`src/rtl/req_queue_pkg.sv`:
```
// rtl/req_queue_pkg.sv - shared widths, state encoding and helpers for the SPI request path
// Purpose: common definitions used by req_queue, req_fifo and the downstream serializer.
// Ports: none (package).
package req_queue_pkg;

  // Default field widths; the serializer must be built with the same values.
  localparam int ADDRW_DEF   = 8;
  localparam int OPCODEW_DEF = 2;
  localparam int ENTRY_W_DEF = OPCODEW_DEF + ADDRW_DEF;

  // Width of one stored request {opcode, addr}.
  function automatic int entry_w(input int opcodew, input int addrw);
    return opcodew + addrw;
  endfunction

  // Ceiling log2; clog2(1) = 0.
  function automatic int clog2(input int n);
    int r;
    r = 0;
    for (int i = 0; i < 31; i++) begin
      if ((1 << i) < n) r = i + 1;
    end
    return r;
  endfunction

  // Request hand-off state, shared with the serializer for debug visibility.
  typedef enum logic [1:0] {
    ST_IDLE  = 2'd0,
    ST_OFFER = 2'd1,
    ST_BUSY  = 2'd2
  } req_state_t;

endpackage

```
`src/rtl/req_fifo.sv`:
```
// rtl/req_fifo.sv - request storage FIFO with registered push_ready and overflow pulse
// Purpose: DEPTH-entry circular buffer feeding the req_queue hand-off FSM.
// Ports:
//   clk, rst_n          clock, synchronous active-low reset
//   push_valid/push_data write request; accepted only when not full
//   pop                 remove head (ignored when empty)
//   head_data           current head entry (valid when !empty)
//   count               occupancy
//   full, empty         status flags; full is registered
//   overflow            one-cycle pulse, cycle after a push hit a full FIFO
module req_fifo
  import req_queue_pkg::*;
#(
  parameter int WIDTH = ENTRY_W_DEF,
  parameter int DEPTH = 4,
  localparam int PTRW = clog2(DEPTH),
  localparam int CNTW = clog2(DEPTH + 1)
) (
  input  logic             clk,
  input  logic             rst_n,
  input  logic             push_valid,
  input  logic [WIDTH-1:0] push_data,
  input  logic             pop,
  output logic [WIDTH-1:0] head_data,
  output logic [CNTW-1:0]  count,
  output logic             full,
  output logic             empty,
  output logic             overflow
);

  logic [WIDTH-1:0] mem_q [DEPTH];
  logic [WIDTH-1:0] mem_d [DEPTH];
  logic [PTRW-1:0]  wr_ptr_q, wr_ptr_d;
  logic [PTRW-1:0]  rd_ptr_q, rd_ptr_d;
  logic [CNTW-1:0]  count_q, count_d;
  logic             push_ready_q, push_ready_d;
  logic             overflow_q, overflow_d;
  logic             wr_en;
  logic             rd_en;

  // Acceptance uses the registered ready, so a pop in the same cycle never
  // lets a full FIFO take a push.
  assign wr_en = push_valid && push_ready_q;
  assign rd_en = pop && (count_q != '0);

  always_comb begin
    mem_d    = mem_q;
    wr_ptr_d = wr_ptr_q;
    rd_ptr_d = rd_ptr_q;
    if (wr_en) begin
      mem_d[wr_ptr_q] = push_data;
      wr_ptr_d        = wr_ptr_q + 1'b1;
    end
    if (rd_en) begin
      rd_ptr_d = rd_ptr_q + 1'b1;
    end
    case ({wr_en, rd_en})
      2'b10:   count_d = count_q + 1'b1;
      2'b01:   count_d = count_q - 1'b1;
      default: count_d = count_q;
    endcase
    // Ready follows the next occupancy so it is exact on every cycle.
    push_ready_d = (count_d != CNTW'(DEPTH));
    overflow_d   = push_valid && !push_ready_q;
  end

  always_ff @(posedge clk) begin
    if (!rst_n) begin
      wr_ptr_q     <= '0;
      rd_ptr_q     <= '0;
      count_q      <= '0;
      push_ready_q <= 1'b1;
      overflow_q   <= 1'b0;
    end else begin
      wr_ptr_q     <= wr_ptr_d;
      rd_ptr_q     <= rd_ptr_d;
      count_q      <= count_d;
      push_ready_q <= push_ready_d;
      overflow_q   <= overflow_d;
    end
  end

  // Storage needs no reset; stale contents are never observable past the pointers.
  always_ff @(posedge clk) begin
    mem_q <= mem_d;
  end

  assign head_data = mem_q[rd_ptr_q];
  assign count     = count_q;
  assign full      = !push_ready_q;
  assign empty     = (count_q == '0);
  assign overflow  = overflow_q;

endmodule

```
`src/rtl/req_queue.sv`:
```
// rtl/req_queue.sv - request queue and level-ready hand-off to the SPI serializer
// Purpose: buffers {opcode, addr} requests and offers them one at a time to the
//   serializer, inferring capture from ser_ready falling and completion from it rising.
// Optional feature macro: REQ_QUEUE_RETRY_EN (re-offer the held entry after ser_err,
//   up to MAX_RETRY times, before dropping it).
// Ports:
//   clk, rst_n                         clock, synchronous active-low reset
//   push_valid/push_opcode/push_addr   core request
//   push_ready                         FIFO not full
//   ser_valid/ser_opcode/ser_addr      request offered to the serializer
//   ser_ready, ser_err                 serializer ready level and error flag
//   count                              FIFO occupancy, excluding the held entry
//   overflow                           pulse: push rejected
//   drop                               pulse: held entry discarded after error
module req_queue
  import req_queue_pkg::*;
#(
  parameter int ADDRW   = ADDRW_DEF,
  parameter int OPCODEW = OPCODEW_DEF,
  parameter int DEPTH   = 4,
`ifdef REQ_QUEUE_RETRY_EN
  parameter int MAX_RETRY = 3,
`endif
  localparam int EW   = entry_w(OPCODEW, ADDRW),
  localparam int CNTW = clog2(DEPTH + 1)
) (
  input  logic               clk,
  input  logic               rst_n,
  input  logic               push_valid,
  input  logic [OPCODEW-1:0] push_opcode,
  input  logic [ADDRW-1:0]   push_addr,
  output logic               push_ready,
  output logic               ser_valid,
  output logic [OPCODEW-1:0] ser_opcode,
  output logic [ADDRW-1:0]   ser_addr,
  input  logic               ser_ready,
  input  logic               ser_err,
  output logic [CNTW-1:0]    count,
  output logic               overflow,
  output logic               drop
);

`ifdef REQ_QUEUE_RETRY_EN
  localparam int RW = clog2(MAX_RETRY + 1);
  logic [RW-1:0] retry_cnt_q, retry_cnt_d;
`endif

  req_state_t         state_q, state_d;
  logic [OPCODEW-1:0] hold_opcode_q, hold_opcode_d;
  logic [ADDRW-1:0]   hold_addr_q, hold_addr_d;
  logic               ser_ready_q, ser_ready_d;
  logic               drop_q, drop_d;

  logic               pop;
  logic [EW-1:0]      head_data;
  logic               fifo_full;
  logic               fifo_empty;

  req_fifo #(
    .WIDTH (EW),
    .DEPTH (DEPTH)
  ) u_fifo (
    .clk        (clk),
    .rst_n      (rst_n),
    .push_valid (push_valid),
    .push_data  ({push_opcode, push_addr}),
    .pop        (pop),
    .head_data  (head_data),
    .count      (count),
    .full       (fifo_full),
    .empty      (fifo_empty),
    .overflow   (overflow)
  );

  // State and datapath registers.
  always_ff @(posedge clk) begin
    if (!rst_n) begin
      state_q       <= ST_IDLE;
      hold_opcode_q <= '0;
      hold_addr_q   <= '0;
      ser_ready_q   <= 1'b1;
      drop_q        <= 1'b0;
`ifdef REQ_QUEUE_RETRY_EN
      retry_cnt_q   <= '0;
`endif
    end else begin
      state_q       <= state_d;
      hold_opcode_q <= hold_opcode_d;
      hold_addr_q   <= hold_addr_d;
      ser_ready_q   <= ser_ready_d;
      drop_q        <= drop_d;
`ifdef REQ_QUEUE_RETRY_EN
      retry_cnt_q   <= retry_cnt_d;
`endif
    end
  end

  // Next-state and holding-register logic.
  always_comb begin
    state_d       = state_q;
    hold_opcode_d = hold_opcode_q;
    hold_addr_d   = hold_addr_q;
    ser_ready_d   = ser_ready;
    drop_d        = 1'b0;
    pop           = 1'b0;
`ifdef REQ_QUEUE_RETRY_EN
    retry_cnt_d   = retry_cnt_q;
`endif
    case (state_q)
      ST_IDLE: begin
        // Only start a new offer once the serializer shows it is free.
        if (!fifo_empty && ser_ready) begin
          state_d       = ST_OFFER;
          hold_opcode_d = head_data[EW-1 -: OPCODEW];
          hold_addr_d   = head_data[ADDRW-1:0];
          pop           = 1'b1;
`ifdef REQ_QUEUE_RETRY_EN
          retry_cnt_d   = '0;
`endif
        end
      end
      ST_OFFER: begin
        // A falling ready level is the only sign the serializer took the entry.
        if (ser_ready_q && !ser_ready) begin
          state_d = ST_BUSY;
        end
      end
      ST_BUSY: begin
        // Error wins over a simultaneous completion.
        if (ser_err) begin
`ifdef REQ_QUEUE_RETRY_EN
          if (retry_cnt_q < RW'(MAX_RETRY)) begin
            retry_cnt_d = retry_cnt_q + 1'b1;
            state_d     = ST_OFFER;
          end else begin
            drop_d  = 1'b1;
            state_d = ST_IDLE;
          end
`else
          drop_d  = 1'b1;
          state_d = ST_IDLE;
`endif
        end else if (ser_ready) begin
          state_d = ST_IDLE;
        end
      end
      default: begin
        state_d = ST_IDLE;
      end
    endcase
  end

  // Outputs. ser_valid is decoded from OFFER alone so it can never be high in
  // BUSY, which keeps the serializer from reloading a finished entry.
  always_comb begin
    ser_valid  = (state_q == ST_OFFER);
    ser_opcode = hold_opcode_q;
    ser_addr   = hold_addr_q;
    push_ready = !fifo_full;
    drop       = drop_q;
  end

endmodule

```
`config.mk`:
```
export PLATFORM = sky130hd
export DESIGN_NAME = req_queue
export DESIGN_NICKNAME = d
export VERILOG_FILES = /design/src/rtl/req_queue_pkg.sv /design/src/rtl/req_fifo.sv /design/src/rtl/req_queue.sv
export SDC_FILE = /design/constraint.sdc
export NUM_CORES = 1
export LEC_CHECK = 0
export CORE_ASPECT_RATIO = 1.75
export CORE_UTILIZATION = 58
export CTS_CLUSTER_SIZE = 25
export DETAILED_ROUTE_END_ITERATION = 6
export DONT_BUFFER_PORTS = 1
export MAX_ROUTING_LAYER = met4
export PLACE_DENSITY = 0.8
export SLEW_MARGIN = 10
export SYNTH_ARGS = -nofsm -noshare
export SYNTH_HDL_FRONTEND = slang
export SYNTH_SLANG_ARGS = --single-unit
export TNS_END_PERCENT = 10
```
`constraint.sdc`:
```
create_clock -name clk -period 3.76 [get_ports clk]
set_input_delay 0.376 -clock clk [delete_from_list [all_inputs] [get_ports clk]]
set_output_delay 0.376 -clock clk [all_outputs]
set_load 0.01 [all_outputs]
```
==> flow_metrics.tcl <==
set metrics [dict create \
    status "finished, final reports clean" \
    grt_antenna_before_repair 0 \
    rsz0062_at_grt "no" \
    pin_count 32 \
    fin_cells 213 \
    core_area_mm2 0.00394 \
    cp_data_arrival_time_ns 2.80 \
    h-tree-depth 3 \
    drtIter0Drc 30 \
    max-cap-violations 0 \
    syn_inst 153 \
    postLayoutCellArea_mm2 0.00261 \
    hp-class "primary input to flop" \
    crit_path_start "state_q[1]$_SDFFE_PN0P_" \
    yosysSeqAreaShare_pct 69.1 \
    insertion_delay_ns 0.33 \
    syn_area_mm2 0.00241 \
    gp_congestion 0.880 \
    clk_pin_slew_ns 0.06 \
    cts_resized 0 \
    whs_endpoint "u_fifo.mem_q[27]$_DFFE_PP_" \
    syn2layout_area_growth_pct 8.48 \
    worstSetupPathType "flop to flop" \
    wire_per_inst_um 18.1 \
    worst_r2r_endpoint "u_fifo.push_ready_q$_SDFF_PN1_" \
    hold_buffers 0 \
    clock_skew_ns 0.00592 \
    r2r_cells 8 \
    drive_gt1_share_pct 15.2 \
    vias 1307 \
    worstPathRequired_ns 3.97 \
    cts_sinks 63 \
    p_switching_mw 0.502 \
    r2r_slack_ns 1.16 \
    worst_slew_pin_slew_ns 0.735 \
    finalCritPeriodShare_pct 69.0 \
    drc 0 \
    crit_path_end_kind "flop" \
    die_y_um 87.2 \
    dp_hpwl_um 2700 \
    synth_nets 174 \
    cts_buffers 9 \
    vdd_ir_drop_max_mv 0.526 \
    fmax_mhz 385 \
    worstHoldPathCells 0 \
    hold_viol_final 0 \
    min_period_ns 2.60 \
    worst-path-max-fanout 6 \
    routed_wl_um 3850 \
    hold_ws_ns 0.139 \
    min_from "push_addr[7]" \
    setup_violations 0 \
    rows 30 \
    ys_seq_elements 63 \
    grt_pass1_wl_um 6150 \
    seqPwrFrac_pct 53.9 \
    via_per_inst 6.14 \
    fin_tns_setup_ns 0 \
    track_usage_pct 21.0 \
    die-area_mm2 0.00442 \
    post_cts_buffers 0 \
    avgSynthCellArea_um2 15.7 \
    timing.rr.start "state_q[1]$_SDFFE_PN0P_" \
    synth_cell_types 33 \
    place_area_mm2 0.00245 \
    clockBufferDepth 2 \
    power.clock.fraction_pct 27.3 \
    die_w_um 50.7 \
    grt_pass1_vias 1374 \
    port_buffers 0 \
    clockRootBuffer "clkbuf_8" \
    initial_core_util_pct 61.0 \
    tritoncts "yes" \
    power.density_mw_per_mm2 671 \
    ant_nets 0 \
    p_leak_nw 0.884 \
    overflow 0 \
    combPwrFrac_pct 18.8 \
    slew_headroom_pct 50.9 \
    p_int_mw 1.25 \
    yosys_warnings 0 \
    drv_slew 0 \
    drtPass1Iterations 4 \
    final_nets 181 \
    cp-start-kind "flop" \
    switching_share_pct 28.7 \
    grt_max_degree 17 \
    dp_cells 197 \
    antennaDiodeCount 0 \
]
## synth_stat cells
cell	n	area share [%]
or4_1	1	0.31
nand3_1	2	0.42
mux4_2	9	8.4
edfxtp_1	40	50
and3_1	4	1.0
buf_4	1	0.31
ha_1	5	2.6
xnor2_1	1	0.36
a22oi_1	1	0.31
and2b_1	1	0.31
o2bb2ai_1	10	3.6
a221o_1	1	0.42
mux4_1	1	1.1
or3b_1	1	0.36
clkbuf_1	2	0.31
a21oi_1	6	1.2
and4b_2	1	0.47
clkinv_1	1	0.16
or2_2	1	0.26
nor2_1	6	0.94
dfxtp_1	23	19
o31ai_1	1	0.31
o21ai_0	2	0.42
inv_1	6	0.94
or3_1	2	0.52
nor3_2	1	0.42
fa_1	1	0.83
xor2_1	2	0.73
nor3_1	1	0.21
nand2b_1	2	0.52
nand2_1	14	2.2
buf_2	2	0.42
o221a_2	1	0.47
## metrics by stage
step	worst slack, ns	power [mW]	utilization (%)
after global routing	1.03	1.84	66.2
after CTS	1.18	1.77	66.2
after floorplan	1.08	1.20	-
after detailed placement	1.18	1.29	62.1
after global placement	1.28	1.25	62.1
final	1.16	1.75	66.2
## state kept, by name (all words and copies together), names as in the netlist
name                 count
u_fifo.mem_q            40
ser_addr                 8
u_fifo.count             3
ser_opcode               2
state_q                  2
u_fifo.rd_ptr_q          2
u_fifo.wr_ptr_q          2
drop                     1
ser_ready_q              1
u_fifo.overflow          1
u_fifo.push_ready_q      1
## worst max-delay path by stage
| stage | cells past startpoint | to | slack, ns |
|---|---|---|---|
| final | 8 | u_fifo.push_ready_q$_SDFF_PN1_ | 1.16 |
| after global routing | 8 | u_fifo.push_ready_q$_SDFF_PN1_ | 1.03 |
| after CTS | 8 | u_fifo.push_ready_q$_SDFF_PN1_ | 1.18 |
| after detailed placement | 8 | u_fifo.push_ready_q$_SDFF_PN1_ | 1.18 |
| after global placement | 8 | u_fifo.push_ready_q$_SDFF_PN1_ | 1.28 |
| after floorplan | 10 | u_fifo.push_ready_q$_SDFF_PN1_ | 1.08 |
## per-layer routing
layer,routed length (um),vias up,global-route usage [%]
met2,2100,60,34.2
met3,266,7,8.20
li1,-,594,-
met4,67,0,9.34
met1,1420,646,22.3
met5,0,-,-
## kinds of logic (layout without fill, tap and decap cells)
| logic type | Yosys count | after routing | synth area share (%) |
|---|---|---|---|
| flops | 63 | 63 | 69.1 |
| simple gates | 37 | 37 | 7.96 |
| compound gates | 22 | 22 | 6.81 |
| buf+inv | 12 | 24 | 2.13 |
| mux | 10 | 10 | 9.52 |
| fa+ha+maj | 6 | 6 | 3.43 |
| xor+xnor | 3 | 3 | 1.09 |
## worst max-delay path, cell delays in order (launching register included)
cell	delay, ns
dfxtp_1	0.33
or3b_1	0.47
nor2_1	0.17
ha_1	0.21
inv_1	0.07
fa_1	0.37
xor2_1	0.16
or3_1	0.35
a221o_1	0.34
## layout by cell type, fill, tap and decap left out, types with 2 or more instances in the layout
cell,instances
mux4_2,9
nand3_1,2
a21oi_1,6
o21ai_0,2
dfxtp_1,23
or3_1,2
clkbuf_8,10
o2bb2ai_1,10
and3_1,4
xor2_1,2
nand2_1,14
inv_1,6
nor2_1,6
clkinv_1,2
clkbuf_1,4
nand2b_1,2
ha_1,5
edfxtp_1,40
## final cells by class
type	instances	area, um^2
well taps	48	60.1
flip-flops and latches	63	1660
clock inverters	2	8.76
repair buffers	1	7.51
fillers	298	1330
multi-input cells	78	693
clock buffers	14	153
inverters	7	26.3
## power groups by stage
| stage | Sequential (mW) | Combinational (mW) | Clock, mW |
|---|---|---|---|
| detailed placement | 0.961 | 0.331 | 0 |
| global route | 0.957 | 0.367 | 0.519 |
| global placement | 0.949 | 0.305 | 0 |
| floorplan | 0.916 | 0.289 | 0 |
| CTS | 0.945 | 0.332 | 0.491 |
| finish | 0.943 | 0.329 | 0.478 |
Note: power is estimated with default switching activity, not from simulation.
==> edit 1 (config.mk and constraints unchanged) <==
Take the reset off `hold_addr_q` and load it in a clocked block of its own.
--- a/src/rtl/req_queue.sv
+++ b/src/rtl/req_queue.sv
@@ -77,7 +77,6 @@
     if (!rst_n) begin
       state_q       <= ST_IDLE;
       hold_opcode_q <= '0;
-      hold_addr_q   <= '0;
       ser_ready_q   <= 1'b1;
       drop_q        <= 1'b0;
 `ifdef REQ_QUEUE_RETRY_EN
@@ -86,13 +85,16 @@
     end else begin
       state_q       <= state_d;
       hold_opcode_q <= hold_opcode_d;
-      hold_addr_q   <= hold_addr_d;
       ser_ready_q   <= ser_ready_d;
       drop_q        <= drop_d;
 `ifdef REQ_QUEUE_RETRY_EN
       retry_cnt_q   <= retry_cnt_d;
 `endif
     end
+  end
+
+  always_ff @(posedge clk) begin
+    hold_addr_q <= hold_addr_d;
   end
 
   // Next-state and holding-register logic.
Formal check against the unedited RTL: differs if rst_n is asserted again (counterexample within 4 cycles, from zero or initial values and one cycle with rst_n low); with rst_n held inactive, the same outputs for 10 cycles.
==> edit 1 against the unedited design <==
Non-clock buffer count down 1. Clock skew down 0.00099 ns. Cell count down 6.1%. Die area down 0.95%. Hold slack worse by 0.0062 ns. Power up 3.2%. Design area up 0.24%. Setup slack better by 0.060 ns. Synthesized area down 0.99%. Wire length up 2.1%. Sequential cell count unchanged. Clock power up 8.8%. Sequential share of layout area up 2.9 points. First-iteration DRC count up 37%.
==> edit 1: results (changes against the unedited design) <==
- Synth cell types: 27 (-18%)
- Cts repair resizes: 0 (unchanged)
- Commonest cells post-synth: edfxtp_1 (48), dfxtp_1 (15), mux4_2 (10)
- Hpwl dp: 2.77 mm (+2.6%)
- Sequential share of the synthesized area: 0.731 (+0.0405)
- Met3 Resource Use GR: 0.0912 (+0.00920)
- Max reg flops: 40 (unchanged)
- Initial drt markers: 41 (+37%)
- Via density: 5.94 (-3.2%)
- Xor-xnor portion of the synthesized cell area: 0.0110 (+0.000109)
- Placed cells: 184 (-6.6%)
- Worst vdd ir: 0.532 mV (+1.3%)
- Leakage power: 0.000883 µW (-0.15%)
- FILL cells: 288 (-3.4%)
- Wirelength per Cell: 19.7 µm (+8.7%)
- Worst Skew: 0.00493 ns (-0.000988 ns)
- Routability cong.: 0.749 (-15%)
- Syn_area_per_cell: 17.3 µm² (+9.8%)
- Synthesized-area fraction occupied by adder cells: 0.0347 (+0.000342)
- Ys async rst share: 0 (unchanged)
- Complex-gate fraction of the synthesized area: 0.0320 (-0.0361)
- Final setup viols: 0 (unchanged)
- Dpl ws: 1.26 ns (+0.0820 ns)
- Worst Path Arrival: 2.76 ns (-0.04 ns)
- First-pass GRT wire length: 6.41 mm (+4.3%)
- Status: completed
- Post-synth EDFFs: 48 (+20%)
- Grt met2 use: 0.387 (+0.0448)
- Syn nets: 159 (-8.6%)
- Layout cells sized above 1: 0.184 (+0.0327)
- Met1 Resource Use GR: 0.211 (-0.0123)
- Tightest Hold Check Type: in -> reg
- Largest net degree at the start of global routing: 14 (-3)
- Vias in the first global route: 1269 (-7.6%)
- Mux share of post-synthesis cell area: 0.0987 (+0.00358)
- Setup Buffers After CTS: 0 (unchanged)
- Cts bufs inserted: 9 (unchanged)
- Worst slew margin: 0.490 (-0.0186)
- Hold path cells: 0 (unchanged)
- Nets@finish: 168 (-7.2%)
- Top area cells in the synthesized netlist: edfxtp_1 (61%), dfxtp_1 (13%), mux4_2 (9.5%)
- Total GRT Usage: 0.226 (+0.0156)
- WL final: 3.93 mm (+2.1%)
edit 1: stage by stage:
stage | cell area [µm²] | total power [µW] | hold WS [ns]
2_1_floorplan | 2380 | 1220 | 0.458
3_3_place_gp | 2430 | 1270 | 0.475
3_5_place_dp | 2430 | 1300 | 0.475
5_1_grt | 2620 | 1900 | 0.111
4_1_cts | 2620 | 1820 | 0.114
6_report | 2620 | 1810 | 0.133
edit 1: layout make-up:
class | instances | area, µm² | share of cell area
well taps | 48 | 60.1 | 0.0230
flip-flops and latches | 63 | 1740 | 0.666
inverters | 6 | 22.5 | 0.00861
clock inverters | 4 | 30.0 | 0.0115
clock buffers | 12 | 155 | 0.0593
multi-input cells | 67 | 607 | 0.232
edit 1: worst paths after layout:
| kind | to | slack, ns | start |
|---|---|---|---|
| setup reg to reg | u_fifo.push_ready_q$_SDFF_PN1_ | 1.22 | state_q[0]$_SDFFE_PN0P_ |
| hold reg to reg | u_fifo.wr_ptr_q[1]$_SDFFE_PN0P_ | 0.51 | u_fifo.wr_ptr_q[1]$_SDFFE_PN0P_ |
| setup / recovery | u_fifo.push_ready_q$_SDFF_PN1_ | 1.22 | state_q[0]$_SDFFE_PN0P_ |
| hold / removal | u_fifo.mem_q[17]$_DFFE_PP_ | 0.13 | push_addr[7] |
edit 1: per-layer routing:
layer	wire [µm]	vias up
met5	0	-
met4	93	0
met3	194	9
met2	2250	34
met1	1390	595
li1	-	550
edit 1: critical path, cell delays in order (launching register included):
cell and delay, ns:
dfxtp_1 0.35, or3b_4 0.43, nor2_1 0.16, ha_1 0.21, inv_1 0.07, fa_1 0.37, xor2_1 0.16, or3_1 0.34
a221o_1 0.33
edit 1: cell families (layout without fill, tap and decap cells):
group                    after synthesis  in the layout
adder cells (fa/ha/maj)                6              6
buffers and inverters                  8             22
AO/OA/AOI/OAI                         13             13
flip-flops                            63             63
multiplexers                          11             11
XOR/XNOR                               3              3
AND/OR/NAND/NOR                       34             34
edit 1: report_power, final:
group	internal, µW	total, µW	switching [µW]
registers	872	976	104
logic	142	311	170
clock network	275	520	245
==> edit 2 (config.mk and constraints unchanged) <==
Made on the original files. The option `REQ_QUEUE_RETRY_EN` is turned on by a define.
--- a/src/rtl/req_queue.sv
+++ b/src/rtl/req_queue.sv
@@ -12,6 +12,8 @@
 //   count                              FIFO occupancy, excluding the held entry
 //   overflow                           pulse: push rejected
 //   drop                               pulse: held entry discarded after error
+`define REQ_QUEUE_RETRY_EN
+
 module req_queue
   import req_queue_pkg::*;
 #(
Behaviour: not the same (Yosys sat finds a counterexample within 10 cycles, from zero or initial values and one cycle with rst_n low).
==> edit 2 against the unedited design <==
First-iteration DRC count unchanged. Power up 8.6%. Setup slack improved by 0.036 ns. Wire length increased by 10%. Non-clock buffer count stayed put. Sequential cell count rose by 2. Cell count grew 6.6%. Hold slack worse by 0.016 ns. Design area grew 6.0%. Fmax increased by 1.4%. Synthesized area is 5.7% higher. Critical path depth unchanged. Highest routed layer unchanged.
==> edit 2: results (changes against the unedited design) <==
- Status: completed
- Vias in the first global route: 1408 (+2.5%)
- First-pass GRT wire length: 6.69 mm (+8.8%)
- Worst-path fanout max: 7 (+1)
- CTS H-tree lvls: 3 (unchanged)
- RR Startpoint: state_q[1]$_SDFFE_PN0P_
- Commonest cells post-synth: edfxtp_1 (40), dfxtp_1 (25), nand2_1 (19)
- Syn nets: 189 (+8.6%)
- Total GRT Usage: 0.221 (+0.0106)
- Pre-antenna DRT Iters: 7 (+3)
- Nets@finish: 195 (+7.7%)
- Synthesized-area fraction occupied by adder cells: 0.0374 (+0.00308)
- Sequential share of the synthesized area: 0.669 (-0.0213)
- Port buffer count: 0 (unchanged)
- Hpwl dp: 3.01 mm (+11%)
- Worst Path Arrival: 2.79 ns (about the same)
- Worst path max stage delay: 0.48 ns
- Xor-xnor portion of the synthesized cell area: 0.0103 (-0.000586)
- Type of the worst setup path: reg -> reg
- Wirelength per Cell: 18.7 µm (+3.2%)
- Worst slew margin: 0.530 (+0.0209)
- Maximum clock insertion buffer count: 2 (unchanged)
- Worst vdd ir: 0.460 mV (-12%)
- Synth warn: 0 (unchanged)
- Hold_sp: push_addr[6]
- Synth cell types: 39 (+18%)
- Complex-gate fraction of the synthesized area: 0.0723 (+0.00422)
- Worst Skew: 0.00779 ns (+0.00188 ns)
- Leakage power: 0.000955 µW (+8.0%)
- Via density: 5.96 (-2.8%)
- Top area cells in the synthesized netlist: edfxtp_1 (47%), dfxtp_1 (20%), mux4_2 (6.2%)
- Layout cells sized above 1: 0.146 (-0.00545)
- Initial drt markers: 30 (unchanged)
- Largest net degree at the start of global routing: 20 (+3)
- Mux share of post-synthesis cell area: 0.0930 (-0.00215)
- Routability cong.: 0.756 (-14%)
- Placed Area: 2560 µm² (+4.7%)
- FILL cells: 280 (-6.0%)
- Cts repair resizes: 0 (unchanged)
- Reg clk slew, reported paths: 0.08 ns (+0.02 ns)
## edit 2: cell type report
class	count	share of cell area
sequential	65	0.615
multi-input combinational	87	0.275
clock buffer	9	0.0448
clock inverter	7	0.0285
tap	49	0.0222
inverter	9	0.0122
timing repair buffer	1	0.00271
## edit 2: through the flow
stage / util / instances / hold WS, ns / setup WS (ns)
floorplan: - / 167 / 0.429 / 1.12
global placement: 0.618 / 211 / 0.444 / 1.25
detailed placement: 0.618 / 211 / 0.458 / 1.18
CTS: 0.667 / 227 / 0.108 / 1.20
global route: 0.667 / 227 / 0.0946 / 1.03
finish: 0.667 / 227 / 0.123 / 1.20
## edit 2: final timing paths
check / cells after the start / end / slack, ns
setup / recovery: 8 / u_fifo.push_ready_q$_SDFF_PN1_ / 1.20
hold / removal: 0 / u_fifo.mem_q[6]$_DFFE_PP_ / 0.12
setup reg to reg: 8 / u_fifo.push_ready_q$_SDFF_PN1_ / 1.20
hold reg to reg: 2 / state_q[1]$_SDFFE_PN0P_ / 0.47
## edit 2: kinds of logic after synthesis
kind of cell,after synthesis
buf+inv,15
flops,65
xor+xnor,3
fa+ha+maj,7
mux,10
compound gates,25
simple gates,42
## edit 2: report_power, final
part,switching (µW),leakage [µW],total [µW],internal [µW]
logic,188,0.000280,350,162
registers,110,0.000571,970,860
clock network,271,0.000104,582,311
total,569,0.000955,1900,1330
## edit 2: layer usage
| layer | wire length (µm) | global-route usage |
|---|---|---|
| met1 | 1490 | 0.217 |
| met2 | 2370 | 0.360 |
| met3 | 296 | 0.0993 |
| met4 | 78 | 0.111 |
| met5 | 0 | - |
## edit 2: critical path, delay by kind of cell, from the launching register on
family	cells	cell delay, ns
xor gates and xnor gates	1	0.16
AOI/OAI and AO/OA	1	0.32
adders and majority gates	2	0.58
DFF	1	0.33
and+or+nand+nor	3	1.00
buffers and inverters	1	0.07
